[config.mk]
export PLATFORM = sky130hd
export DESIGN_NAME = pc_control_unit
export DESIGN_NICKNAME = d
export VERILOG_FILES = /design/src/rtl/pc_control_unit.sv
export SDC_FILE = /design/constraint.sdc
export NUM_CORES = 1
export LEC_CHECK = 0
export ABC_AREA = 1
export ABC_CLOCK_PERIOD_IN_PS = 8500
export CAP_MARGIN = 20
export CORE_MARGIN = 2
export CORE_UTILIZATION = 30
export CTS_CLUSTER_SIZE = 16
export DETAILED_ROUTE_END_ITERATION = 10
export DONT_BUFFER_PORTS = 1
export SLEW_MARGIN = 5
export SYNTH_ARGS = -nofsm -noshare
export SYNTH_HDL_FRONTEND = slang
export SYNTH_SLANG_ARGS = --single-unit
[constraint.sdc]
create_clock -name clk -period 8.5 [get_ports clk]
set_clock_uncertainty 0.15 [all_clocks]
set_input_delay 2.125 -clock clk [delete_from_list [all_inputs] [get_ports clk]]
set_output_delay 2.125 -clock clk [all_outputs]
set_load 0.02 [all_outputs]
[src/rtl/pc_control_unit.sv]
// Program-counter sequencer: fetch PC with trap entry/return, redirects, stalls,
// a debug halt/resume state machine and a retired-instruction counter.
module pc_control_unit #(
  parameter int                XLEN         = 64,
  parameter logic [XLEN-1:0]   RESET_VECTOR = '0,
  parameter logic [XLEN-1:0]   TRAP_VECTOR  = XLEN'('h100),
  parameter int                IALIGN       = 32,
  parameter int                CNT_W        = 64
) (
  input  logic              clk,
  input  logic              reset,
  input  logic              stall,
  input  logic              redirect_valid,
  input  logic [XLEN-1:0]   redirect_target,
  input  logic              trap_req,
  input  logic              trap_return,
  input  logic              halt_req,
  input  logic              resume_req,
  output logic [XLEN-1:0]   pc,
  output logic [XLEN-1:0]   pc_plus4,
  output logic [XLEN-1:0]   epc,
  output logic              trap_taken,
  output logic              misaligned,
  output logic              halted,
  output logic [CNT_W-1:0]  retired_count
);

  localparam logic [0:0] ST_RUN    = 1'b0;
  localparam logic [0:0] ST_HALTED = 1'b1;

  localparam logic [XLEN-1:0]  PC_INC  = XLEN'(4);
  localparam logic [CNT_W-1:0] CNT_INC = CNT_W'(1);

  logic [0:0]       r_state;
  logic [XLEN-1:0]  r_pc;
  logic [XLEN-1:0]  r_epc;
  logic             r_trap_taken;
  logic             r_misaligned;
  logic [CNT_W-1:0] r_retired;

  logic             w_low_bits_set;
  logic             w_mis;
  logic [XLEN-1:0]  w_pc_plus4;

  // Alignment check depends only on which low target bits must be zero.
  generate
    if (IALIGN == 32) begin : g_align32
      assign w_low_bits_set = |redirect_target[1:0];
    end else begin : g_align16
      assign w_low_bits_set = redirect_target[0];
    end
  endgenerate

  assign w_mis      = redirect_valid & w_low_bits_set;
  assign w_pc_plus4 = r_pc + PC_INC;

  always_ff @(posedge clk or posedge reset) begin
    if (reset) begin
      r_state      <= ST_RUN;
      r_pc         <= RESET_VECTOR;
      r_epc        <= '0;
      r_trap_taken <= 1'b0;
      r_misaligned <= 1'b0;
      r_retired    <= '0;
    end else begin
      r_trap_taken <= 1'b0;
      r_misaligned <= 1'b0;
      if (r_state == ST_RUN) begin
        if (trap_req | w_mis) begin
          r_pc         <= TRAP_VECTOR;
          r_epc        <= r_pc;
          r_trap_taken <= 1'b1;
          r_misaligned <= w_mis & ~trap_req;
        end else if (trap_return) begin
          r_pc      <= r_epc;
          r_retired <= r_retired + CNT_INC;
        end else if (halt_req) begin
          // Pending redirect is dropped; the debugger restarts from the held pc.
          r_state <= ST_HALTED;
        end else if (redirect_valid) begin
          r_pc      <= redirect_target;
          r_retired <= r_retired + CNT_INC;
        end else if (!stall) begin
          r_pc      <= w_pc_plus4;
          r_retired <= r_retired + CNT_INC;
        end
      end else if (resume_req) begin
        r_state <= ST_RUN;
      end
    end
  end

  assign pc            = r_pc;
  assign pc_plus4      = w_pc_plus4;
  assign epc           = r_epc;
  assign trap_taken    = r_trap_taken;
  assign misaligned    = r_misaligned;
  assign halted        = (r_state == ST_HALTED);
  assign retired_count = r_retired;

endmodule

# Word-level counts from Yosys, hierarchy flattened
# Index checks and enable logic that the tools add are counted.
# Widths: inputs -> output; s select.
classes:
  add_sub_neg: 2
  n_bitwise: 6
  n_reduce_logical: 4
  n_eq_ne: 4
  mux: 18
ops:
  columns: ["cell", "count"]
  rows:
  - ["$mux 64", 9]
  - ["$add 64x1->64 const B", 1]
  - ["$add 64x3->64 const B", 1]
  - ["$mux 1", 9]
  - ["$ne 4x1->1 const B", 1]
  - ["$reduce_and 4->1", 1]
  - ["$ne 3x1->1 const B", 1]
  - ["$ne 3x2->1 const B", 1]
  - ["$not 1->1", 3]
  - ["$reduce_and 3->1", 1]
  - ["$and 1x1->1", 2]
  - ["$ne 2x2->1 const B", 1]
  - ["$reduce_and 2->1", 1]
  - ["$reduce_or 2->1", 1]
  - ["$or 1x1->1", 1]
totals:
  elab_cells: 40
  in_bits: 72
  output_inout_bits: 259
  register_bits: 195

# Longest topological paths before layout
logic_depth:
  ltp_word: 6
  ltp_mapped: 13
  depth_no_buf: 13

# Least setup slack after synthesis
# OpenSTA, ideal clock, no wires.
synth_timing:
  path_kind: "reg-to-output"
  start: "register r_pc[3] (netlist: pc[3])"
  end: "output pc_plus4[34]"
  arrival_ps: 1745
  setup_slack_ps: 4480
  path_stages_with_launch: 8
  required_ps: 6225
  n_path_buf: 0
  path_cell_list: "dfrtp_1 -> ha_1 -> nand2_1 -> nor2_2 -> nand2_2 -> nor2_4 -> nand2_2 -> xor2_1"
synth_between:
  elab_chain_cells: 1
synth_rtl:
  columns: ["element", "line", "source"]
  rows:
  - ["start, declared", "35", "logic [XLEN-1:0] r_pc;"]
  - ["start signal, assigned", "75", "r_pc <= r_epc;"]
  - ["start signal, assigned", "81", "r_pc <= redirect_target;"]
  - ["start signal, assigned", "84", "r_pc <= w_pc_plus4;"]
  - ["$add 64x3->64", "55", "assign w_pc_plus4 = r_pc + PC_INC;"]
  - ["end, declared", "20", "output logic [XLEN-1:0] pc_plus4,"]
# No other way between the ends.

# Worst setup path in the final report
layout_timing:
  start: "register r_pc[2] (netlist: pc[2])"
  end: "output pc_plus4[31]"
# Same word-level chain as after synthesis.

==> flow_summary.ini <==
[outcome]
outcome = finished clean

[cts]
ctsRootBufferMaster = clkbuf_16
clockBufferDepth = 2
cts_inserted_buffers = 17
clock_latency_ns = 0.47
cts_setup_buffers = 0
tritoncts = built
cts.clk_slew.worst_paths_ns = 0.08
cts_sinks = 195
cts_hold_buf = 0
cts_resized = 0
htree_levels = 4

[final_layout]
fillers = 4226
drive_above_1_share_pct = 5.00
fin_nets = 1800
syn_to_final_growth_pct = 9.17

[sta]
setup_violations = 0
maxSlewHeadroom_pct = 35.0
post-route-min-period_ns = 5.10
fmax_mhz = 196
finalMaxSlewViolations = 0
rsz0062_at_grt = no
finalCritPeriodShare_pct = 60.0
hold_viol = 0
setup_tns_ns = 0
worst_slew_pin_slew_ns = 0.976

[min_path]
hold_path_end = misaligned
min_path_type = flip-flop to flip-flop
min-delay-start = halted
hold_depth = 1

[floorplan]
ios = 331
die_w_um = 204
initial_utilization_pct = 30.3
rows = 73
die_h_um = 204
core_um2 = 39500
die_area_um2 = 41500

[logic_synthesis]
synth_mux_area_share_pct = 0
async_reset_ff_share_pct = 100
synth_edf_count = 0
synth_most_common_cell = nand2_1
netlist.area_leader.share_pct = 40.8
synth_common_cells = 584 x nand2_1, 269 x nor2_1, 195 x dfrtp_1, 153 x inv_1, 134 x o21ai_0
yosysSeqAreaShare_pct = 40.8
synth_top_cell_by_area = dfrtp_1
synthXorXnorAreaFrac_pct = 5.48
synth_nets = 1831
yosysWarnings = 0
synthAdderAreaFrac_pct = 0.209
postSynthAreaPerCell_um2 = 6.81
yosysUniqueCellTypes = 35
synth_compound_area_share_pct = 9.88
synth_top_family_by_area = simple AND/OR/NAND/NOR gates
synthTopCellsByArea = dfrtp_1 41%, nand2_1 18%, nor2_1 8.4%
synth_flop_cell = dfrtp_1
synthSimpleGateAreaFrac_pct = 36.6
ys_ff_latch = 195
syn_inst = 1757
syn_area_um2 = 12000

[route]
drc = 0
vias_per_cell = 5.21
routed_wl_um = 48600
drt-wirelength-per-cell_um = 21.5
drt_iter0_drc = 843
detail-route-antenna-nets = 0
vias = 11800
dr.pass1.iters = 6

[grt]
grt_usage_pct = 23.3
grt_max_degree = 125
grt_pass1_wl_um = 72700
antenna_found_initial = 1
grt_pass1_vias = 11400
gr-total-overflow = 0

[place]
gp_congestion = 0.970
port_buffers = 0
hpwlAfterDp_um = 36200

[setup_path]
path_delay_family = simple AND/OR/NAND/NOR gates
r2r-start = halted
slowest_delay_ns = 0.52
cp-end-kind = primary output
crit_arrival_ns = 2.83
crit_buf_inv = 1
cpMaxStageDelayCell = xor2_1
cp.required_ns = 6.23
path_cells = inv_1 -> nor2_2 -> nand2_1 -> nor2_2 -> nand2_1 -> xor2_1
regToRegSetupSlack_ns = 5.53
cp_max_fo = 6
ff2ff_path_depth = 10
crit_path_start_kind = flip-flop
crit_type = flip-flop to primary output
reg2reg_to = retired_count[60]

[pwr]
p_leak_uw = 0.00553
power.internal_uw = 1520
power_uw = 2380
netSwitchingPower_uw = 865
power_frac_seq_pct = 51.4
peakVddDrop_uv = 145
p_sw_share_pct = 36.3
pwr-share-comb_pct = 12.4
clkPwrFrac_pct = 36.2
pwr_density_cell_nw_per_um2 = 182

[run]
maxCapViolations = 0
[flip-flops by register name, indices dropped and copies added (netlist names)]
signal,cells
epc,64
pc,64
retired_count,64
halted,1
misaligned,1
trap_taken,1
[power by group through the flow]
stage / combinational [uW] / clock [uW] / sequential [uW]
floorplan: 231 / 0 / 1180
global placement: 287 / 0 / 1240
detailed placement: 293 / 0 / 1240
CTS: 294 / 878 / 1220
global route: 333 / 917 / 1240
finish: 295 / 864 / 1230
[cell usage in the layout (no fill, tap or decap), types with 10 or more instances in the layout]
cell	n
xnor2_1	21
a21oi_1	47
o21ai_0	134
o211ai_1	11
nor2_2	10
nand4_1	35
clkbuf_16	17
xor2_1	52
nor3_1	40
nand3_1	61
o21ai_1	20
nor2_4	10
inv_1	152
dfrtp_1	195
nand2_2	11
nand2_1	583
nor2_1	269
[worst max path at each step]
stage	to	from	slack, ns	cells past startpoint
final	pc_plus4[31]	pc[2]	3.40	6
after global routing	pc_plus4[28]	pc[3]	3.23	7
after CTS	pc_plus4[31]	pc[2]	3.38	6
after detailed placement	pc_plus4[31]	pc[2]	3.90	6
after global placement	pc_plus4[31]	pc[2]	3.95	6
after floorplan	epc[0]	reset	0.91	1
[per-layer routing]
metal	wire [um]	part of all wire, %	global-route usage [%]	vias to the layer above
li1	-	-	-	5505
met1	19500	40	27.7	5668
met3	4480	9.2	7.88	83
met2	22800	47	38.5	538
met5	14	0.029	0	-
met4	1840	3.8	9.80	2
[logic make-up after synthesis]
| logic type | Yosys count |
|---|---|
| AOI/OAI and AO/OA | 225 |
| xor gates and xnor gates | 74 |
| and+or+nand+nor | 1045 |
| DFF | 195 |
| adders and majority gates | 2 |
| buffers and inverters | 216 |
[area by class of cell]
class | instances | area (um2) | share of cell area (%)
multi-input combinational | 1346 | 6250 | 47.8
sequential | 195 | 4880 | 37.3
tap | 525 | 657 | 5.03
clock buffer | 18 | 429 | 3.28
inverter | 158 | 601 | 4.60
antenna | 1 | 2.50 | 0.0191
clock inverter | 14 | 170 | 1.30
timing repair buffer | 8 | 80.1 | 0.613
[stage by stage]
step / hold WS [ns] / util, % / cell area (um2) / cells / setup slack [ns]
2_1_floorplan: 0.425 / - / 12000 / 1757 / 0.913
3_3_place_gp: 0.449 / 31.4 / 12400 / 2231 / 3.95
3_5_place_dp: 0.467 / 31.4 / 12400 / 2231 / 3.90
4_1_cts: 0.475 / 33.0 / 13000 / 2263 / 3.38
5_1_grt: 0.523 / 33.0 / 13100 / 2264 / 3.23
6_report: 0.471 / 33.0 / 13100 / 2265 / 3.40
No activity file was read; power rests on OpenSTA's default activity.
